===== src/rtl/pe_pkg.sv =====
`default_nettype none
// ---------------------------------------------------------------------------
// pe_pkg : shared widths, result record and saturating counter helper
// Revision: 1.0
// ---------------------------------------------------------------------------
package pe_pkg;

  localparam int PE_ACC_W = 20;
  localparam int PE_CNT_W = 8;
  localparam logic [PE_CNT_W-1:0] PE_CNT_MAX = '1;

  typedef struct packed {
    logic [PE_ACC_W-1:0] data;
    logic [PE_CNT_W-1:0] beats;
    logic                ovf;
  } pe_result_t;

  // Increment that sticks at the all-ones value instead of wrapping.
  function automatic logic [PE_CNT_W-1:0] sat_inc(input logic [PE_CNT_W-1:0] cnt);
    return (cnt == PE_CNT_MAX) ? cnt : cnt + 1'b1;
  endfunction

endpackage
`default_nettype wire


===== src/rtl/pe_acc_fifo.sv =====
`default_nettype none
// ---------------------------------------------------------------------------
// pe_acc_fifo : synchronous result FIFO with a registered head entry
// Revision: 1.0
// ---------------------------------------------------------------------------
module pe_acc_fifo
  import pe_pkg::*;
#(
  parameter int DEPTH = 2
) (
  input  logic       clk,
  input  logic       rst,
  input  logic       push,
  input  logic       pop,
  input  pe_result_t din,
  output pe_result_t dout,
  output logic       full,
  output logic       empty
);

  localparam int AW = $clog2(DEPTH);

  pe_result_t mem_q [DEPTH];
  pe_result_t mem_d [DEPTH];
  pe_result_t head_q, head_d;
  logic [AW:0] wr_ptr_q, wr_ptr_d;
  logic [AW:0] rd_ptr_q, rd_ptr_d;
  logic        do_push, do_pop;

  always_comb begin
    empty   = (wr_ptr_q == rd_ptr_q);
    full    = (wr_ptr_q[AW] != rd_ptr_q[AW]) && (wr_ptr_q[AW-1:0] == rd_ptr_q[AW-1:0]);
    do_push = push && !full;
    do_pop  = pop && !empty;
  end

  always_comb begin
    mem_d = mem_q;
    if (do_push) begin
      mem_d[wr_ptr_q[AW-1:0]] = din;
    end
    wr_ptr_d = wr_ptr_q + (AW+1)'(do_push);
    rd_ptr_d = rd_ptr_q + (AW+1)'(do_pop);
    // Head looks through to the post-write storage so a push into an empty
    // (or just-drained) queue is visible one cycle later; holds when empty.
    head_d = head_q;
    if (wr_ptr_d != rd_ptr_d) begin
      head_d = mem_d[rd_ptr_d[AW-1:0]];
    end
  end

  always_ff @(posedge clk) begin
    if (rst) begin
      mem_q    <= '{default: '0};
      head_q   <= '0;
      wr_ptr_q <= '0;
      rd_ptr_q <= '0;
    end else begin
      mem_q    <= mem_d;
      head_q   <= head_d;
      wr_ptr_q <= wr_ptr_d;
      rd_ptr_q <= rd_ptr_d;
    end
  end

  assign dout = head_q;

endmodule
`default_nettype wire


===== src/rtl/pe_accum_ctrl.sv =====
`default_nettype none
// ---------------------------------------------------------------------------
// pe_accum_ctrl : multi-beat dot-product accumulator with queued results
// Revision: 1.0
// ---------------------------------------------------------------------------
module pe_accum_ctrl
  import pe_pkg::*;
#(
  parameter int ACC_W      = PE_ACC_W,
  parameter int CNT_W      = PE_CNT_W,
  parameter int FIFO_DEPTH = 2
) (
  input  logic             clk,
  input  logic             rst,
  input  logic             in_valid,
  output logic             in_ready,
  input  logic             in_last,
  input  logic             flush,
  input  logic [ACC_W-1:0] pe_sum,
  output logic [ACC_W-1:0] previous_sum,
  output logic             out_valid,
  input  logic             out_ready,
  output logic [ACC_W-1:0] out_data,
  output logic [CNT_W-1:0] out_beats,
  output logic             out_ovf
);

  localparam logic [0:0]       S_ACCUM = 1'b0;
  localparam logic [0:0]       S_IDLE  = 1'b1;
  localparam logic [CNT_W-1:0] CNT_MAX = '1;

  logic [0:0]       state_q, state_d;
  logic [ACC_W-1:0] acc_q, acc_d;
  logic [CNT_W-1:0] beat_cnt_q, beat_cnt_d;
  logic             ovf_q, ovf_d;

  logic             beat_fire;
  logic [CNT_W-1:0] cnt_inc;
  logic             sat_hit;
  logic             fifo_push, fifo_pop, fifo_full, fifo_empty;
  pe_result_t       push_data, head;

  // State register
  always_ff @(posedge clk) begin
    if (rst) begin
      state_q <= S_IDLE;
    end else begin
      state_q <= state_d;
    end
  end

  // Next state
  always_comb begin
    state_d = state_q;
    if (flush) begin
      state_d = S_IDLE;
    end else if (beat_fire) begin
      state_d = in_last ? S_IDLE : S_ACCUM;
    end
  end

  // Outputs: in_ready never looks at out_ready, only at registered fullness.
  always_comb begin
    in_ready     = !fifo_full && !flush;
    previous_sum = (state_q == S_IDLE) ? '0 : acc_q;
  end

  assign beat_fire = in_valid && in_ready;

  always_comb begin
    cnt_inc = sat_inc(beat_cnt_q);
    sat_hit = (cnt_inc == CNT_MAX);

    acc_d      = acc_q;
    beat_cnt_d = beat_cnt_q;
    ovf_d      = ovf_q;
    fifo_push  = 1'b0;

    push_data.data  = pe_sum;
    push_data.beats = cnt_inc;
    push_data.ovf   = ovf_q || sat_hit;

    if (flush) begin
      acc_d      = '0;
      beat_cnt_d = '0;
      ovf_d      = 1'b0;
    end else if (beat_fire) begin
      if (in_last) begin
        fifo_push  = 1'b1;
        acc_d      = '0;
        beat_cnt_d = '0;
        ovf_d      = 1'b0;
      end else begin
        acc_d      = pe_sum;
        beat_cnt_d = cnt_inc;
        ovf_d      = ovf_q || sat_hit;
      end
    end
  end

  always_ff @(posedge clk) begin
    if (rst) begin
      acc_q      <= '0;
      beat_cnt_q <= '0;
      ovf_q      <= 1'b0;
    end else begin
      acc_q      <= acc_d;
      beat_cnt_q <= beat_cnt_d;
      ovf_q      <= ovf_d;
    end
  end

  assign fifo_pop = !fifo_empty && out_ready;

  pe_acc_fifo #(
    .DEPTH (FIFO_DEPTH)
  ) u_fifo (
    .clk   (clk),
    .rst   (rst),
    .push  (fifo_push),
    .pop   (fifo_pop),
    .din   (push_data),
    .dout  (head),
    .full  (fifo_full),
    .empty (fifo_empty)
  );

  assign out_valid = !fifo_empty;
  assign out_data  = head.data;
  assign out_beats = head.beats;
  assign out_ovf   = head.ovf;

endmodule
`default_nettype wire

===== config.mk =====
export PLATFORM = sky130hd
export DESIGN_NAME = pe_accum_ctrl
export DESIGN_NICKNAME = d
export VERILOG_FILES = /design/src/rtl/pe_pkg.sv /design/src/rtl/pe_acc_fifo.sv /design/src/rtl/pe_accum_ctrl.sv
export SDC_FILE = /design/constraint.sdc
export NUM_CORES = 1
export LEC_CHECK = 0
export ABC_AREA = 1
export CORE_MARGIN = 3
export CORE_UTILIZATION = 51
export DETAILED_ROUTE_END_ITERATION = 8
export PLACE_DENSITY = 0.72
export SYNTH_ARGS = -nofsm -noshare
export SYNTH_HDL_FRONTEND = slang
export SYNTH_HIERARCHICAL = 1
export SYNTH_SLANG_ARGS = --single-unit

===== constraint.sdc =====
create_clock -name clk -period 3.1 [get_ports clk]
set_input_delay 0.62 -clock clk [delete_from_list [all_inputs] [get_ports clk]]
set_output_delay 0.62 -clock clk [all_outputs]
set_load 0.03 [all_outputs]

### Yosys cells after proc, flatten, opt, wreduce, memory -nomap -nowiden

Index checks and enable logic that the tools add are counted.

* register bits after elaboration: 121
* output and inout port bits: 51
* input port bits: 26
* word-level logic and storage cells: 56

* bitwise gates (word level): 2
* muxes and demuxes: 15
* magnitude comparators: 3
* add/subtract/negate cells: 3
* reduce and logical (&&, ||, !) cells: 12
* equality and inequality tests: 6

Operator list (number)
* $mux W29: 4
* $bwmux W58: 1
* $mux W58: 1
* $mux W20: 2
* $demux W29 S1: 1
* $eq A8 B8 Y1 const B: 2
* $mux W8: 2
* $add A8 B1 Y8 const B: 1
* $logic_and A1 B1 Y1: 7
* $add A2 B1 Y2: 2
* $ge A2 B2 Y1 const B: 2
* $mux W1: 4
* $not A1 Y2: 2
* $logic_not A1 Y1: 3
* $eq A2 B2 Y1: 1
* $lt A2 B1 Y1 const B: 1
* $ne A2 B2 Y1: 1
* $reduce_or A2 Y1: 1
* $eq A1 B1 Y1: 1
* $logic_or A1 B1 Y1: 1
* $ne A1 B1 Y1: 1

### Depth between registers and ports, before layout

* depth in word-level cells: 12
* depth in mapped cells: 27
* gate-level depth less buffers: 19

### By module

Netlist, hierarchy kept.

Modules (own cells, without submodules)
* pe_acc_fifo: cells each 850, sequential area each 1821.7 um2, area an instance 5311.3 um2, times used 1
* pe_accum_ctrl: cells each 236, sequential area each 600.6 um2, area an instance 1514.0 um2, times used 1

### Least setup slack after synthesis

Ideal clock, no wire load.

* path kind: reg2reg
* start point: register u_fifo.wr_ptr_q[0]
* end point: register u_fifo.head_q, in the netlist u_fifo/dout[18]
* setup slack: -0.639 ns
* library setup time: 0.109 ns
* stages on the path, launching flop included: 26
* required time: 2.991 ns
* buffers on the path: 8
* data arrival time: 3.630 ns
* clock period less this slack: 3.739 ns
* cells stage by stage: dfxtp_1 buf_4 inv_2 nand2_1 nand2_2 nand2_4 buf_2 inv_1 nor2_1 nand2_1 clkbuf_1 nor2_1 clkbuf_1 nand2_2 buf_6 buf_8 inv_1 ha_1 xnor2_1 buf_2 buf_2 nand3b_1 nand2_1 inv_1 nand2_1 inv_1

* elaborated cells on any way between the ends: 27
* those cells by class: add/sub (2); order compare (2); eq/ne (3); mux (9); bitwise (2); reduce/logical (9)

RTL lines
* start: declaration: line pe_acc_fifo.sv:26 `logic [AW:0] wr_ptr_q, wr_ptr_d;`
* start signal: assignment: line pe_acc_fifo.sv:61 `wr_ptr_q <= wr_ptr_d;`
* $eq A1 B1 Y1: line pe_acc_fifo.sv:32 `full = (wr_ptr_q[AW] != rd_ptr_q[AW]) && (wr_ptr_q[AW-1:0] == rd_ptr_q[AW-1:0]);`
* $logic_and A1 B1 Y1: line pe_acc_fifo.sv:32
* via fifo_full: line pe_accum_ctrl.sv:40 `logic fifo_push, fifo_pop, fifo_full, fifo_empty;`
* $logic_not A1 Y1: line pe_accum_ctrl.sv:64 `in_ready = !fifo_full && !flush;`
* $logic_and A1 B1 Y1: line pe_accum_ctrl.sv:64
* via in_ready: line pe_accum_ctrl.sv:16 `output logic in_ready,`
* $logic_and A1 B1 Y1: line pe_accum_ctrl.sv:68 `assign beat_fire = in_valid && in_ready;`
* $mux W1: line pe_accum_ctrl.sv:87 `end else if (beat_fire) begin`
* $mux W1: line pe_accum_ctrl.sv:83 `if (flush) begin`
* via fifo_push: line pe_accum_ctrl.sv:40
* $logic_and A1 B1 Y1: line pe_acc_fifo.sv:33 `do_push = push && !full;`
* $add A2 B1 Y2: line pe_acc_fifo.sv:42 `wr_ptr_d = wr_ptr_q + (AW+1)'(do_push);`
* via u_fifo.wr_ptr_d[0]: line pe_acc_fifo.sv:26
* $ne A2 B2 Y1: line pe_acc_fifo.sv:47 `if (wr_ptr_d != rd_ptr_d) begin`
* end signal: assignment: line pe_acc_fifo.sv:55 `head_q <= '0;`
* end signal: assignment: line pe_acc_fifo.sv:60 `head_q <= head_d;`
* end: declaration: line pe_acc_fifo.sv:25 `pe_result_t head_q, head_d;`

The timed path passes the listed nets, and every way through them passes these cells. The select of a mux whose other input is x is not followed.
A chain may end at the register's enable or synchronous reset.

### Worst setup path in the final report

* start point: register u_fifo.wr_ptr_q[1]
* end point: output port out_valid

* cells in the longest elaborated chain, start to end: 2

Ends and longest elaborated chain
* $eq A2 B2 Y1: line pe_acc_fifo.sv:31 `empty = (wr_ptr_q == rd_ptr_q);`
* via fifo_empty: line pe_accum_ctrl.sv:40
* $logic_not A1 Y1: line pe_accum_ctrl.sv:128 `assign out_valid = !fifo_empty;`
* end: declaration: line pe_accum_ctrl.sv:21 `output logic out_valid,`

The timed path passes the listed nets, and every way through them passes these cells.

==> out/qor.txt <==
Area of the die: 14810 um^2
Number of nets with antenna violations after detailed routing: 0
Post-synthesis instance area: 6825 um^2
Area of the core region: 12880 um^2
Most frequent cells in the layout: sky130_fd_sc_hd__nand2_1 (344), sky130_fd_sc_hd__inv_1 (153), sky130_fd_sc_hd__nand3_1 (152)
Commonest non-fill, non-tap cell in the layout: sky130_fd_sc_hd__nand2_1
Detailed-route via count: 6655
Number of H-tree branching levels: 4
Worst endpoint data arrival time: 2.03 ns
Worst slew margin relative to its limit: 41.54%
DRC violation count after routing: 0
Max_cap viols: 0
Sequential area share after synthesis: 35.49%
Clock Skews: 0.004995 ns
Critical Path Source: u_fifo/wr_ptr_q[1]
Nets: 1161
Number of antenna violations at the first check in global routing: 0
Starting density of the core: 53.01%
Routed wire length: 17640 um
TritonCTS clock tree: yes
Reg-to-reg critical path startpoint: u_fifo/wr_ptr_q[0]
Highest attainable clock frequency: 377.4 MHz
Fraction of final layout cells with drive strength greater than 1: 7.249%
Startpoint of the tightest hold check path: acc_q[17]
Die width: 121.7 um
Setup repair after global routing missed its margin: no
Iter 0 DRT Violations: 507
Avg Cell Area, Syn: 6.285 um^2
Class of the most critical hold timing path: register to register
Post-route clock period utilization: 85.47%
CP Capture Type: output port
Global-route wire length before repair: 29570 um
Leftover overflow at the end of global routing: 0
Vert. Die Dim: 121.7 um
I/O Buffers: 76
Top Ports: 77
Hold violation count in the final report: 0
Summed negative setup slack over all endpoints: 0 ns
Net count after synthesis: 1115
Number of buffers inserted during clock tree synthesis: 17
Worst setup slack after layout: 0.4506 ns
Static power due to leakage: 3.812 nW
Clock-pin slew of the registers on the worst-case setup and hold paths: 0.06 ns
Final setup violation count: 0
Hold-fix buffers at CTS: 0
Number of library cell types mapped by synthesis: 29
Pre-CTS setup slack: 0.2633 ns
Count of placed standard cells including taps: 1285
Ant diodes: 0
Clk root buf: sky130_fd_sc_hd__clkbuf_16
Vias in the first global route: 6255
Number of fillers in the final layout: 1190
Crit Path Category: register to output port
Worst VDD drop: 0.3595 mV
Layout Area Growth over Synthesis: 21.04%
Number of placement rows: 41
Critical path fanouts, max: 4
Startpoint class of the critical path: register
Final weighted congestion of routability-driven global placement: 0.8301
Power per unit of standard cell area: 564.7 nW/um^2
Filler-free cell count of the finished design: 1317
Avg WL per Cell: 13.39 um
Ys Warns: 6
Result of the run: finished, final reports clean
Number of post-CTS setup repair buffers: 0
Transition time at the pin with the least slew margin: 0.8769 ns
Largest net degree at the start of global routing: 89
Synthesized instance count: 1086
HPWL after detailed placement: 10890 um
FF+latch count, synth: 121
Deepest clock path buffer count: 2
Vias per cell: 5.053
Clk sinks: 121
Final Slew Violations: 0
Overall Global Routing Usage: 24.92%
Drt pass-1 iters: 5
Post-CTS resize count: 0
Worst Path Required: 2.48 ns
Latest clock arrival within the worst-skew pair: 0.41 ns
Minimum period implied by the final worst setup slack: 2.649 ns
==> critical path, stage by stage (launching register included) <==
cell	delay (ns)
sky130_fd_sc_hd__dfxtp_1	0.42
sky130_fd_sc_hd__inv_1	0.06
sky130_fd_sc_hd__nand2_1	0.07
sky130_fd_sc_hd__nand2_2	0.07
sky130_fd_sc_hd__a21oi_1	0.22
sky130_fd_sc_hd__buf_4	0.16
sky130_fd_sc_hd__inv_1	0.03
sky130_fd_sc_hd__clkdlybuf4s50_1	0.58
==> area by class of cell <==
cell class | count | area [um^2] | area share (%)
clock inverters | 15 | 226.5 | 2.741
inverters | 158 | 594.3 | 7.194
multi-input cells | 741 | 3496 | 42.31
flip-flops and latches | 121 | 2424 | 29.34
well taps | 172 | 215.2 | 2.605
repair buffers | 93 | 880.8 | 10.66
clock buffers | 17 | 425.4 | 5.149
==> flip-flops by register name, summed over array words and instances, names as in the netlist <==
register,count
u_fifo/wr_ptr_q,2
state_q,1
acc_q,20
u_fifo/mem_q,58
u_fifo/dout,29
u_fifo/rd_ptr_q,2
beat_cnt_q,8
ovf_q,1
==> final timing paths <==
| check | to | slack, ns | cells after the start |
|---|---|---|---|
| worst min-delay path | acc_q[17] | 0.47 | 2 |
| worst max register to register | u_fifo/dout[17] | 0.56 | 9 |
| worst max-delay path | out_valid | 0.45 | 7 |
| worst min register to register | acc_q[17] | 0.47 | 2 |
==> cell families (layout without fill, tap and decap cells) <==
group	after synthesis	count (layout)	synth area share, %
simple gates	668	668	43.48
compound gates	64	64	5.976
fa+ha+maj	3	3	0.5500
xor+xnor	6	6	0.7701
buf+inv	224	283	13.73
flops	121	121	35.49
==> synthesized netlist by cell type <==
cell | instances | share of area (%)
sky130_fd_sc_hd__a21oi_2 | 1 | 0.13
sky130_fd_sc_hd__clkbuf_1 | 29 | 1.6
sky130_fd_sc_hd__o21bai_1 | 3 | 0.33
sky130_fd_sc_hd__xor2_1 | 3 | 0.39
sky130_fd_sc_hd__ha_1 | 3 | 0.55
sky130_fd_sc_hd__xnor2_1 | 3 | 0.39
sky130_fd_sc_hd__nand2_4 | 3 | 0.49
sky130_fd_sc_hd__o21a_1 | 29 | 3.2
sky130_fd_sc_hd__nor2_8 | 1 | 0.29
sky130_fd_sc_hd__buf_6 | 3 | 0.49
sky130_fd_sc_hd__buf_8 | 1 | 0.22
sky130_fd_sc_hd__buf_1 | 2 | 0.11
sky130_fd_sc_hd__buf_4 | 9 | 0.99
sky130_fd_sc_hd__buf_2 | 22 | 1.6
sky130_fd_sc_hd__nor2_1 | 93 | 5.1
sky130_fd_sc_hd__clkinv_2 | 1 | 0.073
sky130_fd_sc_hd__o21ai_0 | 1 | 0.073
sky130_fd_sc_hd__nand3b_1 | 29 | 3.2
sky130_fd_sc_hd__inv_1 | 153 | 8.4
sky130_fd_sc_hd__inv_2 | 4 | 0.22
sky130_fd_sc_hd__nand2_2 | 14 | 1.3
sky130_fd_sc_hd__and2_0 | 19 | 1.7
sky130_fd_sc_hd__and2_1 | 10 | 0.92
sky130_fd_sc_hd__a21oi_1 | 29 | 2.1
sky130_fd_sc_hd__o21ai_2 | 1 | 0.13
sky130_fd_sc_hd__dfxtp_1 | 121 | 35
sky130_fd_sc_hd__nand2_1 | 345 | 19
sky130_fd_sc_hd__nor2_4 | 2 | 0.33
sky130_fd_sc_hd__nand3_1 | 152 | 11
==> power by group <==
group,switching [mW],internal (mW),leakage [nW]
sequential,0.0455,1.65,0.988
clock,0.740,1.43,0.309
combinational,0.490,0.312,2.51
total,1.28,3.39,3.81
==> routing by layer <==
layer	track usage, %	up-vias	wire, um
met3	5.014	19	795
met2	44.39	173	8848
met4	6.933	0	226
met5	0	-	0
li1	-	3422	-
met1	30.55	3041	7769
==> stage by stage <==
step / util [%] / hold WS, ns / total power, mW / instance area (um^2)
2_1_floorplan: - / 0.4403 / 2.280 / 6874
3_3_place_gp: 59.10 / 0.4534 / 2.517 / 7610
3_5_place_dp: 59.10 / 0.4592 / 2.528 / 7610
4_1_cts: 64.16 / 0.4681 / 4.701 / 8262
5_1_grt: 64.16 / 0.4774 / 4.858 / 8262
6_report: 64.16 / 0.4669 / 4.665 / 8262
(Power assumes the default switching activity.)
